[config.mk]
export PLATFORM = sky130hd
export DESIGN_NAME = seq_detect_param
export DESIGN_NICKNAME = d
export VERILOG_FILES = /design/src/rtl/seq_detect_param.sv
export SDC_FILE = /design/constraint.sdc
export NUM_CORES = 1
export LEC_CHECK = 0
export ABC_AREA = 1
export BUFFER_PORTS_ARGS = -buffer_cell sky130_fd_sc_hd__buf_2
export CORE_MARGIN = 2
export CORE_UTILIZATION = 50
export CTS_BUF_LIST = sky130_fd_sc_hd__clkbuf_16
export DETAILED_ROUTE_END_ITERATION = 8
export GPL_TIMING_DRIVEN = 0
export PLACE_DENSITY = 0.75
export SLEW_MARGIN = 20
export SYNTH_ARGS = -nofsm -noshare
export SYNTH_HDL_FRONTEND = slang
export SYNTH_SLANG_ARGS = --single-unit
[constraint.sdc]
create_clock -name clk -period 1.5 [get_ports clk]
set_clock_uncertainty 0.15 [all_clocks]
set_input_delay 0.15 -clock clk [delete_from_list [all_inputs] [get_ports clk]]
set_output_delay 0.15 -clock clk [all_outputs]
set_load 0.01 [all_outputs]
[src/rtl/seq_detect_param.sv]
// seq_detect_param
// ----------------
// Serial bit-pattern detector. A Mealy FSM watches a 1-bit stream and
// recognises a WIDTH-bit PATTERN, which is received MSB first. Matching can
// overlap or not, selected at run time. Input bits are consumed only when
// valid_in is high. Matches are counted in a saturating counter.
//
// Ports
//   clk          rising-edge clock
//   rst          asynchronous reset, active low
//   clr          synchronous clear of FSM state, counter and saturation flag
//   valid_in     qualifies Data_in; the bit is consumed only when high
//   Data_in      serial data bit
//   overlap      1 = overlapping matches, 0 = restart after each match
//   out          combinational Mealy match pulse
//   match_count  matches since reset/clr, saturating at all-ones
//   count_sat    sticky flag, set once match_count reaches all-ones
module seq_detect_param #(
  parameter int               WIDTH   = 4,
  parameter logic [WIDTH-1:0] PATTERN = 4'b1011,
  parameter int               CNT_W   = 8
) (
  input  logic             clk,
  input  logic             rst,
  input  logic             clr,
  input  logic             valid_in,
  input  logic             Data_in,
  input  logic             overlap,
  output logic             out,
  output logic [CNT_W-1:0] match_count,
  output logic             count_sat
);

  localparam int SW      = $clog2(WIDTH);
  localparam int NSTATES = 1 << SW;
  localparam int TBL_W   = 2 * NSTATES * SW;

  localparam logic [SW-1:0]    LAST_STATE = SW'(WIDTH - 1);
  localparam logic [CNT_W-1:0] CNT_MAX    = '1;

  // The KMP transition table. The entry for (state s, bit b) is the length of
  // the longest proper pattern prefix that is a suffix of
  // "first s pattern bits followed by b".
  // For the last state with the matching bit, the entry is fail(WIDTH). That
  // is the overlap restart point. Encodings above WIDTH-1 are unreachable and
  // map to 0.
  function automatic logic [TBL_W-1:0] build_next_table();
    logic [TBL_W-1:0] tbl;
    int               best;
    int               j;
    logic             ok;
    logic             sb;
    tbl = '0;
    for (int s = 0; s < WIDTH; s++) begin
      for (int b = 0; b < 2; b++) begin
        best = 0;
        for (int k = WIDTH - 1; k > 0; k--) begin
          if (best == 0 && k <= s + 1) begin
            ok = 1'b1;
            for (int i = 0; i < k; i++) begin
              j  = s + 1 - k + i;
              sb = (j == s) ? b[0] : PATTERN[WIDTH-1-j];
              if (sb != PATTERN[WIDTH-1-i]) ok = 1'b0;
            end
            if (ok) best = k;
          end
        end
        tbl[(2*s+b)*SW +: SW] = SW'(best);
      end
    end
    return tbl;
  endfunction

  // Reorders the pattern so that the expected bit in state s is bit s.
  // The vector is padded to the full state-encoding range.
  function automatic logic [NSTATES-1:0] build_expected();
    logic [NSTATES-1:0] e;
    e = '0;
    for (int s = 0; s < WIDTH; s++) e[s] = PATTERN[WIDTH-1-s];
    return e;
  endfunction

  localparam logic [TBL_W-1:0]   NEXT_TBL = build_next_table();
  localparam logic [NSTATES-1:0] EXPECTED = build_expected();

  logic [SW-1:0] state;
  logic [SW-1:0] next_state;
  logic [SW:0]   tbl_idx;
  logic [SW-1:0] table_next;
  logic          bit_ok;
  logic          match;

  // Next-state and Mealy output.
  // A match exits through the table's fail(WIDTH) entry in overlapping mode.
  // In non-overlapping mode it exits to state 0.
  always_comb begin
    tbl_idx    = {state, Data_in};
    table_next = NEXT_TBL[int'(tbl_idx)*SW +: SW];
    bit_ok     = (Data_in == EXPECTED[state]);
    match      = rst & valid_in & (state == LAST_STATE) & bit_ok;
    next_state = state;
    if (valid_in) begin
      next_state = table_next;
      if (match && !overlap) next_state = '0;
    end
    out = match;
  end

  // State register. clr wins over any transition, including a match.
  always_ff @(posedge clk or negedge rst) begin
    if (!rst) begin
      state <= '0;
    end else if (clr) begin
      state <= '0;
    end else begin
      state <= next_state;
    end
  end

  // Saturating match counter with a sticky flag.
  // clr suppresses the increment of a simultaneous match.
  always_ff @(posedge clk or negedge rst) begin
    if (!rst) begin
      match_count <= '0;
      count_sat   <= 1'b0;
    end else if (clr) begin
      match_count <= '0;
      count_sat   <= 1'b0;
    end else if (match && match_count != CNT_MAX) begin
      match_count <= match_count + 1'b1;
      if (match_count == CNT_MAX - 1'b1) count_sat <= 1'b1;
    end
  end

endmodule

==> run summary <==
The flow ran to the end, and the final reports show no timing, DRC or antenna violations. By area the synthesized netlist is led by sky130_fd_sc_hd__dfrtp_1 (40%), sky130_fd_sc_hd__nand2_1 (15%), sky130_fd_sc_hd__nor2_1 (6.0%), sky130_fd_sc_hd__nand3_1 (5.8%), sky130_fd_sc_hd__ha_1 (5.5%). The final max-slew violation count came out at 0. The post-synthesis simple-gate area fraction works out to 37.6%. The run gives 0.165 mW as the net switching power.

The share of total power in sequential cells is 36.5%. In the layout the commonest cells are sky130_fd_sc_hd__nand2_1 (28), sky130_fd_sc_hd__buf_2 (15), sky130_fd_sc_hd__nor2_1 (11), sky130_fd_sc_hd__dfrtp_1 (11), sky130_fd_sc_hd__inv_1 (10). The shortest period the worst path allows works out to 1.40 ns. For this run, the number of Yosys warnings is 0. Switching fraction of total power: 19.9%.

The number of antenna violations at the first check in global routing was 0. The most frequent standard cell in the layout excluding fill and tap cells was sky130_fd_sc_hd__nand2_1. The deepest clock path buffer count came out at 2.

The number of hold-slack violations in the final timing report came out at 0. The global-route total usage across every layer was 20.6%. The average vias per placed instance was 4.78; the number of nets produced by synthesis was 102. Power spread over the standard cell area amounts to 924 mW/mm^2.

The category of the worst setup path capture point was a flip-flop. In the finished design, the share of the clock period the worst path needs comes to 93.6%. The effective utilization at floorplan is 53.4%, and the number of global-route vias before repair is 498. Setup violations remaining at the end of the flow were counted as 0. The logs give 0.713 GHz for the peak clock frequency supported by timing and 0.00168 mm^2 for the total die area. The final weighted congestion in routability-driven placement came out at 0.832. On the critical path the largest part of the delay comes from simple AND/OR/NAND/NOR gates. The floorplan has 13 rows. For this design the top-level I/O count stands at 16. The relative slew slack is 65.5%, and the multiplexer share of the synthesized area is 0%. The average size of a mapped cell was 7.37 um^2.

The logs give 1.06 mV for the peak supply drop and 1420 um for the detailed-route wire length. In the final layout, the share of cells above drive strength 1 is 28.2%. The run gives 93 as the gate count of the mapped netlist. The clock tree root buffer cell was sky130_fd_sc_hd__clkbuf_16.

Clock tree synthesis inserted a total of 3 buffers. Across all layers, the routed design uses 631 vias. On the critical path, the stage with the largest delay is an instance of sky130_fd_sc_hd__dfrtp_1.

The first TritonRoute pass finished after 2 iterations. By area, the combinational part of the netlist is dominated by simple AND/OR/NAND/NOR gates. Max-cap violations in this run came to 0.

For the number of design rule violations left after detail routing, the log shows 0. After detailed routing, the average wire length per cell comes to 10.7 um. The area fraction of the dominant cell type after synthesis is 40.1%. The wire length of the first global-routing pass was 2120 um; the actual transition at the worst max-transition pin was 0.516 ns. In this run, the clock network consumes 58.3% of the power. The die is 41.0 um tall. Counting distinct cell types in the post-synthesis netlist gives 19. The setup path with the least slack is of type reg2reg. After synthesis the cells add up to 686 um^2. The cell that appears most often on the critical path is sky130_fd_sc_hd__nor2_1. After synthesis, flip-flops and latches occupy 40.1% of the total area. For the sum of internal, switching and leakage power, the log shows 0.833 mW. Traced cell by cell, the critical path runs through ha_2 -> nand3_1 -> nor2_1 -> nand3_1 -> nor2_1 -> nor2_1.

The synthesized netlist devotes 4.56% of its cell area to compound gates. The floorplan die width is 41.0 um. In the final timing run, aggregate negative setup slack is 0 ns. The critical path contains buffers and inverters numbering 0 combined.

Kind of launch point of the worst setup path: a flip-flop. The peak fanout along the critical path came out at 4. The leakage dissipation is 0.487 nW, and the initial detailed-routing violation count is 2. The port buffer count was 15. The internal power is 0.667 mW. After Yosys synthesis, XOR and XNOR cells account for 3.83% of the synthesized area.

Final antenna diode count: 0. The number of synthesized register bits came out at 11. The number of H-tree branching levels is 1, and the area of the core region is 0.00128 mm^2. Clock tree synthesis found a total of 11 sinks. The count of nets left with antenna violations once routing finished came out at 0. Data on the critical path is required at its endpoint by 1.48 ns. Summing the areas of all fa, ha and maj instances in the mapped netlist gives 5.47% of the synthesized area.

Relative to the synthesized area, the layout overhead comes to 31.4%. The final layout contains 127 nets. TritonCTS built the clock tree. Entering global routing, the biggest net connects 12 pins. The clock latency at the later pin of the worst-skew pair is 0.24 ns. Summed over all instances, the cell type with the most area after synthesis is sky130_fd_sc_hd__dfrtp_1. The class of the most critical hold timing path was in2reg. The register clock-pin slew on the reported worst setup and hold paths was 0.04 ns; the remaining global-route overflow was 0. Final hold analysis gives a worst-case slack of 0.0290 ns.

The share of total power dissipated in combinational logic is 5.2%. On the worst path, the slowest cell contributes a delay of 0.39 ns. The data arrival at the endpoint of the critical path is 1.38 ns.

Once detailed placement completed, the half-perimeter wirelength came to 1030 um.
==> path summary, 6_finish.rpt <==
path / slack, ns / depth (start not counted) / startpoint / to
min in group asynchronous: 0.28 / 2 / rst / state[0]
max in group asynchronous: 0.58 / 2 / rst / match_count[3]
max: 0.1 / 6 / match_count[1] / match_count[6]
max reg2reg: 0.1 / 6 / match_count[1] / match_count[6]
min reg2reg: 0.36 / 2 / count_sat / count_sat
min: 0.03 / 2 / clr / count_sat
==> what timing repair did <==
action / CTS / global route
setup buffers: 0 / 4
gates resized for setup: 0 / 2
setup endpoints to repair: 0 / 7
endpoints found under the hold margin: 11 / 0
hold buffers: 1 / 0
==> cell type report <==
class	count	area [um^2]
clock buffers	3	75.1
clock inverters	1	3.75
fillers	113	384
inverters	14	57.6
multi-input cells	68	355
flip-flops and latches	11	275
well taps	15	18.8
repair buffers	20	115
==> cells by family (layout without fill, tap and decap cells) <==
group,count (synthesis),after routing
compound gates,6,6
simple gates,56,56
fa+ha+maj,3,3
buf+inv,14,38
flops,11,11
xor+xnor,3,3
==> synth_stat cells <==
library cell and number:
sky130_fd_sc_hd__nor2_1 11, sky130_fd_sc_hd__nor2_2 2, sky130_fd_sc_hd__inv_1 10, sky130_fd_sc_hd__o22ai_1 1, sky130_fd_sc_hd__ha_1 3, sky130_fd_sc_hd__o21ai_1 1
sky130_fd_sc_hd__xor2_1 3, sky130_fd_sc_hd__nor2_4 1, sky130_fd_sc_hd__a21oi_1 4, sky130_fd_sc_hd__nand4_1 2, sky130_fd_sc_hd__clkinv_1 1, sky130_fd_sc_hd__nand3_1 8
sky130_fd_sc_hd__nand2_2 1, sky130_fd_sc_hd__nand2_4 2, sky130_fd_sc_hd__dfrtp_1 11, sky130_fd_sc_hd__clkinv_4 1, sky130_fd_sc_hd__or2_1 1, sky130_fd_sc_hd__nand2_1 28
sky130_fd_sc_hd__inv_2 2
==> metal layers <==
| layer | vias to the layer above | GRT usage [%] | wire [um] |
|---|---|---|---|
| li1 | 340 | - | - |
| met1 | 275 | 26.2 | 665 |
| met2 | 12 | 30.1 | 663 |
| met3 | 4 | 4.89 | 47 |
| met4 | 0 | 15.0 | 41 |
| met5 | - | 0 | 0 |
==> power by group through the flow <==
| stage | clock network (mW) | registers, mW | logic [mW] |
|---|---|---|---|
| after detailed placement | 0 | 0.308 | 0.0418 |
| final | 0.485 | 0.304 | 0.0432 |
| after floorplan | 0 | 0.308 | 0.0210 |
| after global routing | 0.507 | 0.304 | 0.0503 |
| after global placement | 0 | 0.308 | 0.0404 |
| after CTS | 0.485 | 0.304 | 0.0437 |
==> worst reg2reg max path: stages, from the launching register on <==
cell and delay, ns:
sky130_fd_sc_hd__dfrtp_1 0.39, sky130_fd_sc_hd__ha_2 0.23, sky130_fd_sc_hd__nand3_1 0.15, sky130_fd_sc_hd__nor2_1 0.12, sky130_fd_sc_hd__nand3_1 0.10, sky130_fd_sc_hd__nor2_1 0.11, sky130_fd_sc_hd__nor2_1 0.05
==> flip-flops by register name, summed over array words and instances (netlist names) <==
name	cells
match_count	8
count_sat	1
state	2
==> per-stage QoR <==
step / instance area, um^2 / setup WS, ns / util (%) / cells
2_1_floorplan: 686 / 0.0867 / - / 93
3_3_place_gp: 779 / 0.0664 / 60.7 / 123
3_5_place_dp: 779 / 0.0381 / 60.7 / 123
4_1_cts: 868 / 0.0384 / 67.6 / 128
5_1_grt: 901 / -0.00625 / 70.1 / 132
6_report: 901 / 0.0966 / 70.1 / 132
Note: power is estimated with default switching activity, not from simulation.
